File: src/rtl/usb_tx_pkg.sv
// Shared definitions for the USB transmit line encoder: line states,
// FSM states and protocol constants.
package usb_tx_pkg;

  // Line states encoded as {dp, dm}
  typedef enum logic [1:0] {
    LINE_SE0 = 2'b00,
    LINE_K   = 2'b01,
    LINE_J   = 2'b10
  } line_state_e;

  typedef enum logic [2:0] {
    ST_IDLE,
    ST_SYNC,
    ST_DATA,
    ST_EOP_SE0,
    ST_EOP_J
  } tx_state_e;

  localparam logic [7:0] SYNC_BYTE    = 8'h80;
  localparam int         STUFF_LIMIT  = 6;
  localparam int         EOP_SE0_BITS = 2;

endpackage

File: src/rtl/usb_nrzi_stuff.sv
// NRZI encoder with bit stuffing. One bit is accepted per adv strobe;
// while a stuff bit is due, stall is high and the offered bit is not consumed.
module usb_nrzi_stuff
  import usb_tx_pkg::*;
(
  input  logic clk,
  input  logic rst_n,
  input  logic clear,
  input  logic adv,
  input  logic bit_in,
  output logic stall,
  output logic level
);

  logic [2:0] ones_cnt;
  logic       base_level;
  logic [2:0] base_cnt;

  // Clear restarts from J with no ones counted, and may coincide with the first bit
  always_comb begin
    base_level = clear ? 1'b1 : level;
    base_cnt   = clear ? 3'd0 : ones_cnt;
    stall      = (base_cnt == 3'(STUFF_LIMIT));
  end

  // Line level (1 = J) and run length of consecutive ones
  always_ff @(posedge clk or negedge rst_n) begin
    if (!rst_n) begin
      level    <= 1'b1;
      ones_cnt <= 3'd0;
    end else if (adv) begin
      if (stall || !bit_in) begin
        level    <= ~base_level;
        ones_cnt <= 3'd0;
      end else begin
        level    <= base_level;
        ones_cnt <= base_cnt + 3'd1;
      end
    end else if (clear) begin
      level    <= 1'b1;
      ones_cnt <= 3'd0;
    end
  end

endmodule

File: src/rtl/usb_tx_line_enc.sv
// USB transmit line encoder: byte handshake in, SYNC + stuffed NRZI data + EOP
// out on the D+/D- pair. Bit timing divider and packet FSM live here.
module usb_tx_line_enc
  import usb_tx_pkg::*;
#(
  parameter int CLK_PER_BIT = 4
) (
  input  logic       clk,
  input  logic       rst_n,
  input  logic       in_sop,
  input  logic       in_eop,
  input  logic       in_valid,
  output logic       in_ready,
  input  logic [7:0] in_data,
  output logic       tx_dp,
  output logic       tx_dm,
  output logic       tx_oe,
  output logic       tx_busy,
  output logic       tx_underrun
);

  localparam logic [3:0] DIV_MAX = 4'(CLK_PER_BIT - 1);

  tx_state_e   state, state_next;
  line_state_e line;
  logic [3:0]  div;
  logic        tick;
  logic [3:0]  bit_cnt;
  logic [7:0]  shift_q;
  logic        shift_eop;
  logic [7:0]  hold_data;
  logic        hold_eop;
  logic        hold_full;
  logic        flushing;
  logic        underrun_q;
  logic        hs, sop_hs, load_hold;
  logic        start, adv, enc_bit, move_hold, consume, underrun_now;
  logic        enc_clear, enc_stall, enc_level;

  assign in_ready  = !hold_full;
  assign hs        = in_valid && in_ready;
  assign sop_hs    = hs && !flushing && in_sop;
  assign load_hold = hs && !flushing && !underrun_now &&
                     (in_sop || state == ST_SYNC || state == ST_DATA);
  assign tick      = (state != ST_IDLE) && (div == DIV_MAX);
  assign enc_clear = !(state == ST_SYNC || state == ST_DATA);

  usb_nrzi_stuff u_nrzi (
    .clk    (clk),
    .rst_n  (rst_n),
    .clear  (enc_clear),
    .adv    (adv),
    .bit_in (enc_bit),
    .stall  (enc_stall),
    .level  (enc_level)
  );

  // Packet state register
  always_ff @(posedge clk or negedge rst_n) begin
    if (!rst_n) state <= ST_IDLE;
    else        state <= state_next;
  end

  // Next state and the bit to feed the encoder at each bit boundary
  always_comb begin
    state_next   = state;
    start        = 1'b0;
    adv          = 1'b0;
    enc_bit      = 1'b0;
    move_hold    = 1'b0;
    consume      = 1'b0;
    underrun_now = 1'b0;
    case (state)
      ST_IDLE: begin
        if (hold_full || sop_hs) begin
          state_next = ST_SYNC;
          start      = 1'b1;
          adv        = 1'b1;
          enc_bit    = SYNC_BYTE[0];
        end
      end
      ST_SYNC: begin
        if (tick) begin
          adv = 1'b1;
          if (bit_cnt == 4'd8) begin
            move_hold  = 1'b1;
            enc_bit    = hold_data[0];
            state_next = ST_DATA;
          end else begin
            consume = 1'b1;
            enc_bit = shift_q[0];
          end
        end
      end
      ST_DATA: begin
        if (tick) begin
          if (enc_stall) begin
            adv = 1'b1;
          end else if (bit_cnt != 4'd8) begin
            adv     = 1'b1;
            consume = 1'b1;
            enc_bit = shift_q[0];
          end else if (shift_eop) begin
            state_next = ST_EOP_SE0;
          end else if (hold_full) begin
            adv       = 1'b1;
            move_hold = 1'b1;
            enc_bit   = hold_data[0];
          end else begin
            underrun_now = 1'b1;
            state_next   = ST_EOP_SE0;
          end
        end
      end
      ST_EOP_SE0: begin
        if (tick && bit_cnt == 4'(EOP_SE0_BITS - 1)) state_next = ST_EOP_J;
      end
      ST_EOP_J: begin
        if (tick) state_next = ST_IDLE;
      end
      default: state_next = ST_IDLE;
    endcase
  end

  // Bit-time divider, free-running only while a packet is on the line
  always_ff @(posedge clk or negedge rst_n) begin
    if (!rst_n)                div <= 4'd0;
    else if (state == ST_IDLE) div <= 4'd0;
    else if (tick)             div <= 4'd0;
    else                       div <= div + 4'd1;
  end

  // Shift register and bit counter (also counts SE0 bit times during EOP)
  always_ff @(posedge clk or negedge rst_n) begin
    if (!rst_n) begin
      shift_q   <= 8'd0;
      shift_eop <= 1'b0;
      bit_cnt   <= 4'd0;
    end else if (start) begin
      shift_q   <= SYNC_BYTE >> 1;
      shift_eop <= 1'b0;
      bit_cnt   <= 4'd1;
    end else if (move_hold) begin
      shift_q   <= hold_data >> 1;
      shift_eop <= hold_eop;
      bit_cnt   <= 4'd1;
    end else if (consume) begin
      shift_q   <= shift_q >> 1;
      bit_cnt   <= bit_cnt + 4'd1;
    end else if (state != state_next) begin
      bit_cnt   <= 4'd0;
    end else if (state == ST_EOP_SE0 && tick) begin
      bit_cnt   <= bit_cnt + 4'd1;
    end
  end

  // One-byte holding register between the handshake and the shifter
  always_ff @(posedge clk or negedge rst_n) begin
    if (!rst_n) begin
      hold_full <= 1'b0;
      hold_data <= 8'd0;
      hold_eop  <= 1'b0;
    end else begin
      if (move_hold) hold_full <= 1'b0;
      if (load_hold) begin
        hold_full <= 1'b1;
        hold_data <= in_data;
        hold_eop  <= in_eop;
      end
    end
  end

  // After starvation, swallow the rest of the packet up to its eop byte
  always_ff @(posedge clk or negedge rst_n) begin
    if (!rst_n) begin
      flushing   <= 1'b0;
      underrun_q <= 1'b0;
    end else begin
      underrun_q <= underrun_now;
      if (underrun_now)                      flushing <= !(hs && in_eop);
      else if (flushing && hs && in_eop)     flushing <= 1'b0;
    end
  end

  // Line value decoded from the registered state and NRZI level
  always_comb begin
    line = LINE_J;
    case (state)
      ST_SYNC, ST_DATA: line = enc_level ? LINE_J : LINE_K;
      ST_EOP_SE0:       line = LINE_SE0;
      default:          line = LINE_J;
    endcase
  end

  assign {tx_dp, tx_dm} = line;
  assign tx_oe          = (state != ST_IDLE);
  assign tx_busy        = (state != ST_IDLE);
  assign tx_underrun    = underrun_q;

endmodule

File: config.mk
export PLATFORM = sky130hd
export DESIGN_NAME = usb_tx_line_enc
export DESIGN_NICKNAME = d
export VERILOG_FILES = /design/src/rtl/usb_tx_pkg.sv /design/src/rtl/usb_nrzi_stuff.sv /design/src/rtl/usb_tx_line_enc.sv
export SDC_FILE = /design/constraint.sdc
export NUM_CORES = 1
export LEC_CHECK = 0
export CAP_MARGIN = 20
export CELL_PAD_IN_SITES_DETAIL_PLACEMENT = 1
export CELL_PAD_IN_SITES_GLOBAL_PLACEMENT = 2
export CORE_MARGIN = 2
export CORE_UTILIZATION = 35
export CTS_CLUSTER_DIAMETER = 40
export CTS_CLUSTER_SIZE = 16
export DETAILED_ROUTE_END_ITERATION = 12
export PLACE_DENSITY_LB_ADDON = 0.1
export SKIP_LAST_GASP = 1
export SLEW_MARGIN = 10
export SYNTH_ARGS = -nofsm -noshare
export SYNTH_HDL_FRONTEND = slang
export SYNTH_SLANG_ARGS = --single-unit
File: constraint.sdc
create_clock -name clk -period 5.1 [get_ports clk]
set_input_delay 1.02 -clock clk [delete_from_list [all_inputs] [get_ports clk]]
set_output_delay 1.02 -clock clk [all_outputs]
set_load 0.02 [all_outputs]
Yosys cells after proc, flatten, opt, wreduce, memory -nomap -nowiden
Index checks and enable logic that the tools add are counted.
{ "totals": {"input_bits": 13, "elab_cells": 125, "output_inout_bits": 6, "regBits": 36} }
{ "classes": {"reduce_logical": 29, "n_addsub": 3, "n_eq_ne": 10, "n_bitwise": 1, "n_mux": 70} }
{ "op_table": {"columns": ["operator", "count"], "rows": [
  ["2-to-1 mux 1 bit", 40],
  ["2-to-1 mux 3 bit", 13],
  ["2-to-1 mux 4 bit", 7],
  ["2-to-1 mux 8 bit", 3],
  ["case mux 3 bit (5 select lines)", 1],
  ["logical AND 1 bit", 11],
  ["adder 4 x 1 -> 4 bit (second input constant)", 2],
  ["equality test 3 x 2 -> 1 bit (second input constant)", 2],
  ["equality test 3 bit (second input constant)", 2],
  ["case mux 1 bit (2 select lines)", 3],
  ["nonzero test 2 bit", 3],
  ["nonzero test 3 bit", 2],
  ["logical NOT 1 bit", 5],
  ["logical OR 1 bit", 5],
  ["nonzero test 5 bit", 1],
  ["equality test 4 x 1 -> 1 bit (second input constant)", 1],
  ["equality test 4 x 2 -> 1 bit (second input constant)", 1],
  ["equality test 4 bit (second input constant)", 1],
  ["!= test 4 bit (second input constant)", 1],
  ["case mux 2 bit (2 select lines)", 1],
  ["adder 3 x 1 -> 3 bit (second input constant)", 1],
  ["equality test 3 x 1 -> 1 bit (second input constant)", 1],
  ["logical NOT 3 bit", 1],
  ["!= test 3 bit", 1],
  ["other kinds (4)", 4]
]} }

Depth between registers and ports, before layout
{ "logic_depth": {"ltp_word": 12, "mapped_depth": 11, "depth_no_buf": 9} }

Hierarchy
From an unflattened synthesis, not the netlist that was laid out.
{ "hier_totals": {"cells_unflattened": 183, "area_unflattened_um2": 1943.1} }
{ "modules_own_cells": {"columns": ["mod", "n_inst", "cells_each", "area_per_inst_um2"], "rows": [
  ["usb_tx_line_enc", 1, 158, 1692.9],
  ["usb_nrzi_stuff", 1, 25, 250.2]
]} }

Worst setup path before layout
Ideal clock, no wire load.
{ "synth_timing": {"path_type": "register to register", "start": "register state[0]", "end": "register bit_cnt[3]", "path_slack_ns": 2.578, "period_less_slack_ns": 2.522, "arrival_ns": 2.440, "n_path_buf": 1, "path_stages_with_launch": 11, "required_ns": 5.018, "setup_time_ns": 0.082, "cell_sequence": "dfrtp_1 buf_4 xnor2_1 nor2_1 nand2_1 ha_1 nand2_1 o2111ai_2 o211a_1 or4_1 a31oi_1"} }
{ "synth_via": {"elab_chain_len": 12, "word_cells_on_any_way": 38, "classes_between": "6 x eq/ne; 25 x mux; 7 x reduce/logical"} }
{ "synth_lines": {"columns": ["item", "line_no", "source"], "rows": [
  ["start: declaration", "usb_tx_line_enc.sv:24", "tx_state_e state, state_next;"],
  ["start signal: assignment", "usb_tx_line_enc.sv:61", "else state <= state_next;"],
  ["equality test 3 x 1 -> 1 bit / equality test 3 x 2 -> 1 bit (equally long branches)", "usb_tx_line_enc.sv:46, usb_tx_line_enc.sv:73", null],
  ["logical OR 1 bit", "usb_tx_line_enc.sv:46", "assign enc_clear = !(state == ST_SYNC || state == ST_DATA);"],
  ["2-to-1 mux 3 bit", null, null],
  ["equality test 3 bit", "usb_nrzi_stuff.sv:23", "stall = (base_cnt == 3'(STUFF_LIMIT));"],
  ["2-to-1 mux 3 bit", "usb_tx_line_enc.sv:97", "if (enc_stall) begin"],
  ["2-to-1 mux 3 bit", "usb_tx_line_enc.sv:96", "if (tick) begin"],
  ["case mux 3 bit (5 select lines)", "usb_tx_line_enc.sv:73", "case (state)"],
  ["!= test 3 bit", "usb_tx_line_enc.sv:150", "end else if (state != state_next) begin"],
  ["2-to-1 mux 4 bit", "usb_tx_line_enc.sv:150", null],
  ["2-to-1 mux 4 bit", "usb_tx_line_enc.sv:147", "end else if (consume) begin"],
  ["2-to-1 mux 4 bit", "usb_tx_line_enc.sv:143", "end else if (move_hold) begin"],
  ["2-to-1 mux 4 bit", "usb_tx_line_enc.sv:139", "end else if (start) begin"],
  ["end signal: assignment", "usb_tx_line_enc.sv:149", "bit_cnt <= bit_cnt + 4'd1;"],
  ["end signal: assignment", "usb_tx_line_enc.sv:153", "bit_cnt <= bit_cnt + 4'd1;"],
  ["end: declaration", "usb_tx_line_enc.sv:28", "logic [3:0] bit_cnt;"]
]} }
Several ways; a longest one is shown, not always the timed one.
A chain may end at the register's enable or synchronous reset.

Final worst setup path
{ "layout_timing": {"start": "register state[1]", "end": "output tx_dm"} }
{ "layout_via": {"elab_chain_len": 3, "word_cells_on_any_way": 5, "classes_between": "3 x eq/ne; 1 x mux; 1 x reduce/logical"} }
{ "layout_lines": {"columns": ["item", "line_no", "source"], "rows": [
  ["equality test 3 x 2 -> 1 bit / equality test 3 x 1 -> 1 bit (equally long branches)", "usb_tx_line_enc.sv:188", "case (state)"],
  ["OR reduction 2 bit", "usb_tx_line_enc.sv:188", null],
  ["case mux 2 bit (2 select lines) (*)", "usb_tx_line_enc.sv:188", null],
  ["end: declaration", "usb_tx_line_enc.sv:16", "output logic tx_dm,"]
]} }
Every way passes the cells marked *; elsewhere a longest branch is shown, timed or not.

==> results by group <==
Clock tree
  – Post CTS Setup Buffer Count: 0
  – Post-CTS sizing: 0
  – Max Root-Sink Buffers: 2
  – Number of hold buffers added after CTS: 0
  – Source-to-sink clock delay at the later pin of the worst-skew pair: about 0.28 ns
  – Clock tree root driver cell: sky130_fd_sc_hd__clkbuf_8
  – TritonCTS Buffers: 5
  – CTS sink count: 35
  – Clock-pin transition on the worst setup and hold timing paths: 0.07 ns
  – TritonCTS clock tree: done
  – Clock H-tree levels: 2

Worst setup path
  – Required arrival time at the worst endpoint: a little over 4 ns
  – Crit path largest cell delay: 0.67 ns
  – Cells traversed along the worst timing path: xnor2_1, nor3_1, clkdlybuf4s50_1
  – Slowest stage cell, crit path: sky130_fd_sc_hd__clkdlybuf4s50_1
  – Critical path class: reg -> out
  – Crit. End Element: output port
  – Kind of cell adding the most delay to the critical path: buffers and inverters
  – Worst-path maximum fanout: 14
  – CP Launch Type: flop
  – Crit path buf inv count: 1
  – Arrival time reported for the critical path endpoint: about 2.1 ns

Placed design
  – Final estimated routing congestion in global placement: ~0.76
  – Hpwl dp: 3350 um
  – Placed cells: 270
  – Count of port buffers added during placement: 18

Logic synthesis
  – Post-synthesis share of cell area spent on full adders, half adders and majority gates: 3.76%
  – Cell area after synthesis: approximately 2000 um^2
  – Leading post-synthesis cells by instance count: 34 x sky130_fd_sc_hd__dfrtp_1, 17 x sky130_fd_sc_hd__nor2_1, 15 x sky130_fd_sc_hd__nand2_1
  – Fraction of post-synthesis cell area in the top cell type by area: approximately 43%
  – Nets in the synthesized netlist: 205
  – Fraction of synthesized cell area in xor and xnor cells: about 2.1%
  – Number of synthesis warnings: 0
  – Top area cells in the synthesized netlist: sky130_fd_sc_hd__dfrtp_1 43%, sky130_fd_sc_hd__mux2_4 6.8%, sky130_fd_sc_hd__mux2i_1 4.0%
  – Most instantiated library cell after synthesis: sky130_fd_sc_hd__dfrtp_1
  – Number of flip-flops and latches in the synthesized netlist: 35
  – Number of standard cells after synthesis: about 190
  – Count of distinct cell types in the synthesized netlist: 56
  – Fraction of the mapped netlist area in compound gates: approximately 15%
  – Syn Area/Cell: 10.7 um^2
  – Async set-or-reset flop fraction in the synthesized netlist: between 90% and 100%
  – Number of enable-type register cells in the synthesized netlist: 0
  – Yosys top cell by area: sky130_fd_sc_hd__dfrtp_1
  – Share of the yosys chip area belonging to registers: ~44%
  – Multiplexer area fraction after synthesis: about 11%
  – Dominant combinational cell family by area after synthesis: simple AND/OR/NAND/NOR gates
  – Main flop type after synthesis: sky130_fd_sc_hd__dfrtp_1
  – Post-Synth Simple-Gate Area: 19.9%

Drt
  – Via density per instance: between 5 and 6
  – Final routed wirelength across all metal layers: between 4000 and 5000 um
  – Wire per inst: between 15 and 20 um
  – Overall via count from detail_route: 1,481
  – Number of iterations in the first detailed-routing pass: 4
  – Residual DRC count: 0
  – Initial drt markers: 67
  – DRT antenna net count: 0

Finish
  – Ratio of cells with drive above 1 in the final layout: around 15%
  – Count of filler cells inserted in the layout: ~610
  – Count of nets after finishing: ~220
  – Combined area of the multi-input logic cells: around 1000 um^2
  – Area growth from synthesis to layout: 16.1%
  – Number of antenna diodes: 0
  – Core occupancy in the finished layout: between 40% and 50%
  – FF+latch area: a little under 900 um^2
  – Number of standard cells in the final layout excluding fillers: ~280

STA
  – Number of max-slew violations in the final report: 0
  – Unrepaired setup endpoints after global routing: false
  – Setup skew after layout: 0.0115 ns
  – Maximum frequency from static timing analysis: about 320 MHz
  – Slew at the pin with the worst max-slew slack: 0.800 ns
  – TNS Setup: 0 ns
  – Hold Violations, Final: 0
  – Final min period: 3.12 ns
  – Fraction of the cycle the final worst path needs: 61.2%
  – Number of endpoints failing setup at the final stage: 0
  – Headroom to the max-slew limit: a little under half

Floorplan
  – Core Footprint: between 5000 and 6000 um^2
  – IO Pins: 19
  – Initial core utilization: a little over a third
  – DIE WIDTH: 79.5 um
  – Row count: 27
  – Height of the chip: ~79 um
  – Die area: around 6300 um^2

Run status
  – Outcome: completed

GRT
  – Congestion Overflow GR: 0
  – Antenna violations before repair: 0
  – Vias in the first global route: 1,535
  – Pin count of the biggest net entering global routing: 36
  – Global routing usage summed across all routing layers: between 10% and 20%
  – Global-route wire length before repair: 7760 um

Worst hold path
  – Class of the worst hold path: reg -> reg

Power
  – Leakage component of the power: roughly 1.0 nW
  – Total power draw: approximately 0.5 mW
  – Power per cell area: between 200 and 250 nW/um^2
  – Max rail drop VDD: ~110 uV

Flow run
  – Maximum capacitance violations: 0
cell usage in the layout, fill, tap and decap left out, types with 3 or more instances in the layout:
master,instances
sky130_fd_sc_hd__nor3_1,3
sky130_fd_sc_hd__mux2_4,9
sky130_fd_sc_hd__o21ai_0,3
sky130_fd_sc_hd__mux2i_1,8
sky130_fd_sc_hd__nor2_1,17
sky130_fd_sc_hd__nor3_2,3
sky130_fd_sc_hd__o211ai_1,3
sky130_fd_sc_hd__nand2_1,15
sky130_fd_sc_hd__inv_1,8
sky130_fd_sc_hd__a211oi_1,7
sky130_fd_sc_hd__nor3b_1,3
sky130_fd_sc_hd__ha_1,6
sky130_fd_sc_hd__nand3_1,7
sky130_fd_sc_hd__clkdlybuf4s50_1,18
sky130_fd_sc_hd__a21oi_1,7
sky130_fd_sc_hd__clkbuf_8,6
sky130_fd_sc_hd__nand2b_1,3
sky130_fd_sc_hd__dfrtp_1,34
power breakdown:
| group | internal [mW] | switching [mW] |
|---|---|---|
| logic | 0.00896 | 0.00753 |
| clock network | 0.106 | 0.0954 |
| registers | 0.278 | 0 |
routing by layer:
layer	vias up	GRT usage (%)	part of all wire (%)
met1	736	20.6	47
met5	-	0	0
li1	717	-	-
met4	0	4.83	1.2
met2	22	26.7	49
met3	6	3.85	2.5
final timing paths:
| path | slack [ns] | cells after the start | from | to |
|---|---|---|---|---|
| worst max register to register | 1.98 | 9 | state[1] | shift_q[2] |
| min in group asynchronous | 1.17 | 2 | rst_n | hold_data[7] |
| max in group asynchronous | 3.59 | 2 | rst_n | u_nrzi.level |
| worst min-delay path | 0.47 | 1 | div[0] | div[0] |
| worst min register to register | 0.47 | 1 | div[0] | div[0] |
| worst max-delay path | 1.98 | 3 | state[1] | tx_dm |
stage by stage:
stage	setup WS, ns	hold slack, ns	instance area (um^2)
floorplan	2.58	0.444	1990
global placement	2.02	0.458	2230
detailed placement	1.97	0.465	2230
CTS	1.96	0.473	2320
global route	1.56	0.509	2320
finish	1.98	0.468	2320
cell type report:
class,instances,share of cell area (%)
Inverter,8,1.30
Clock buffer,6,3.57
Multi-Input combinational cell,136,45.1
Sequential cell,35,37.9
Clock inverter,1,0.216
Tap cell,72,3.89
Timing Repair Buffer,19,8.10
sequential cells by signal, summed over array words and instances (netlist names):
signal	cells
bit_cnt	4
div	4
flushing	1
hold_data	8
hold_eop	1
hold_full	1
shift_eop	1
shift_q	7
state	3
tx_underrun	1
u_nrzi.level	1
u_nrzi.ones_cnt	3
cell families after synthesis:
logic type	count (synthesis)
AOI/OAI and AO/OA	40
xor gates and xnor gates	4
adders and majority gates	6
buffers and inverters	15
DFF	35
muxes	18
and+or+nand+nor	68
(Power assumes the default switching activity.)
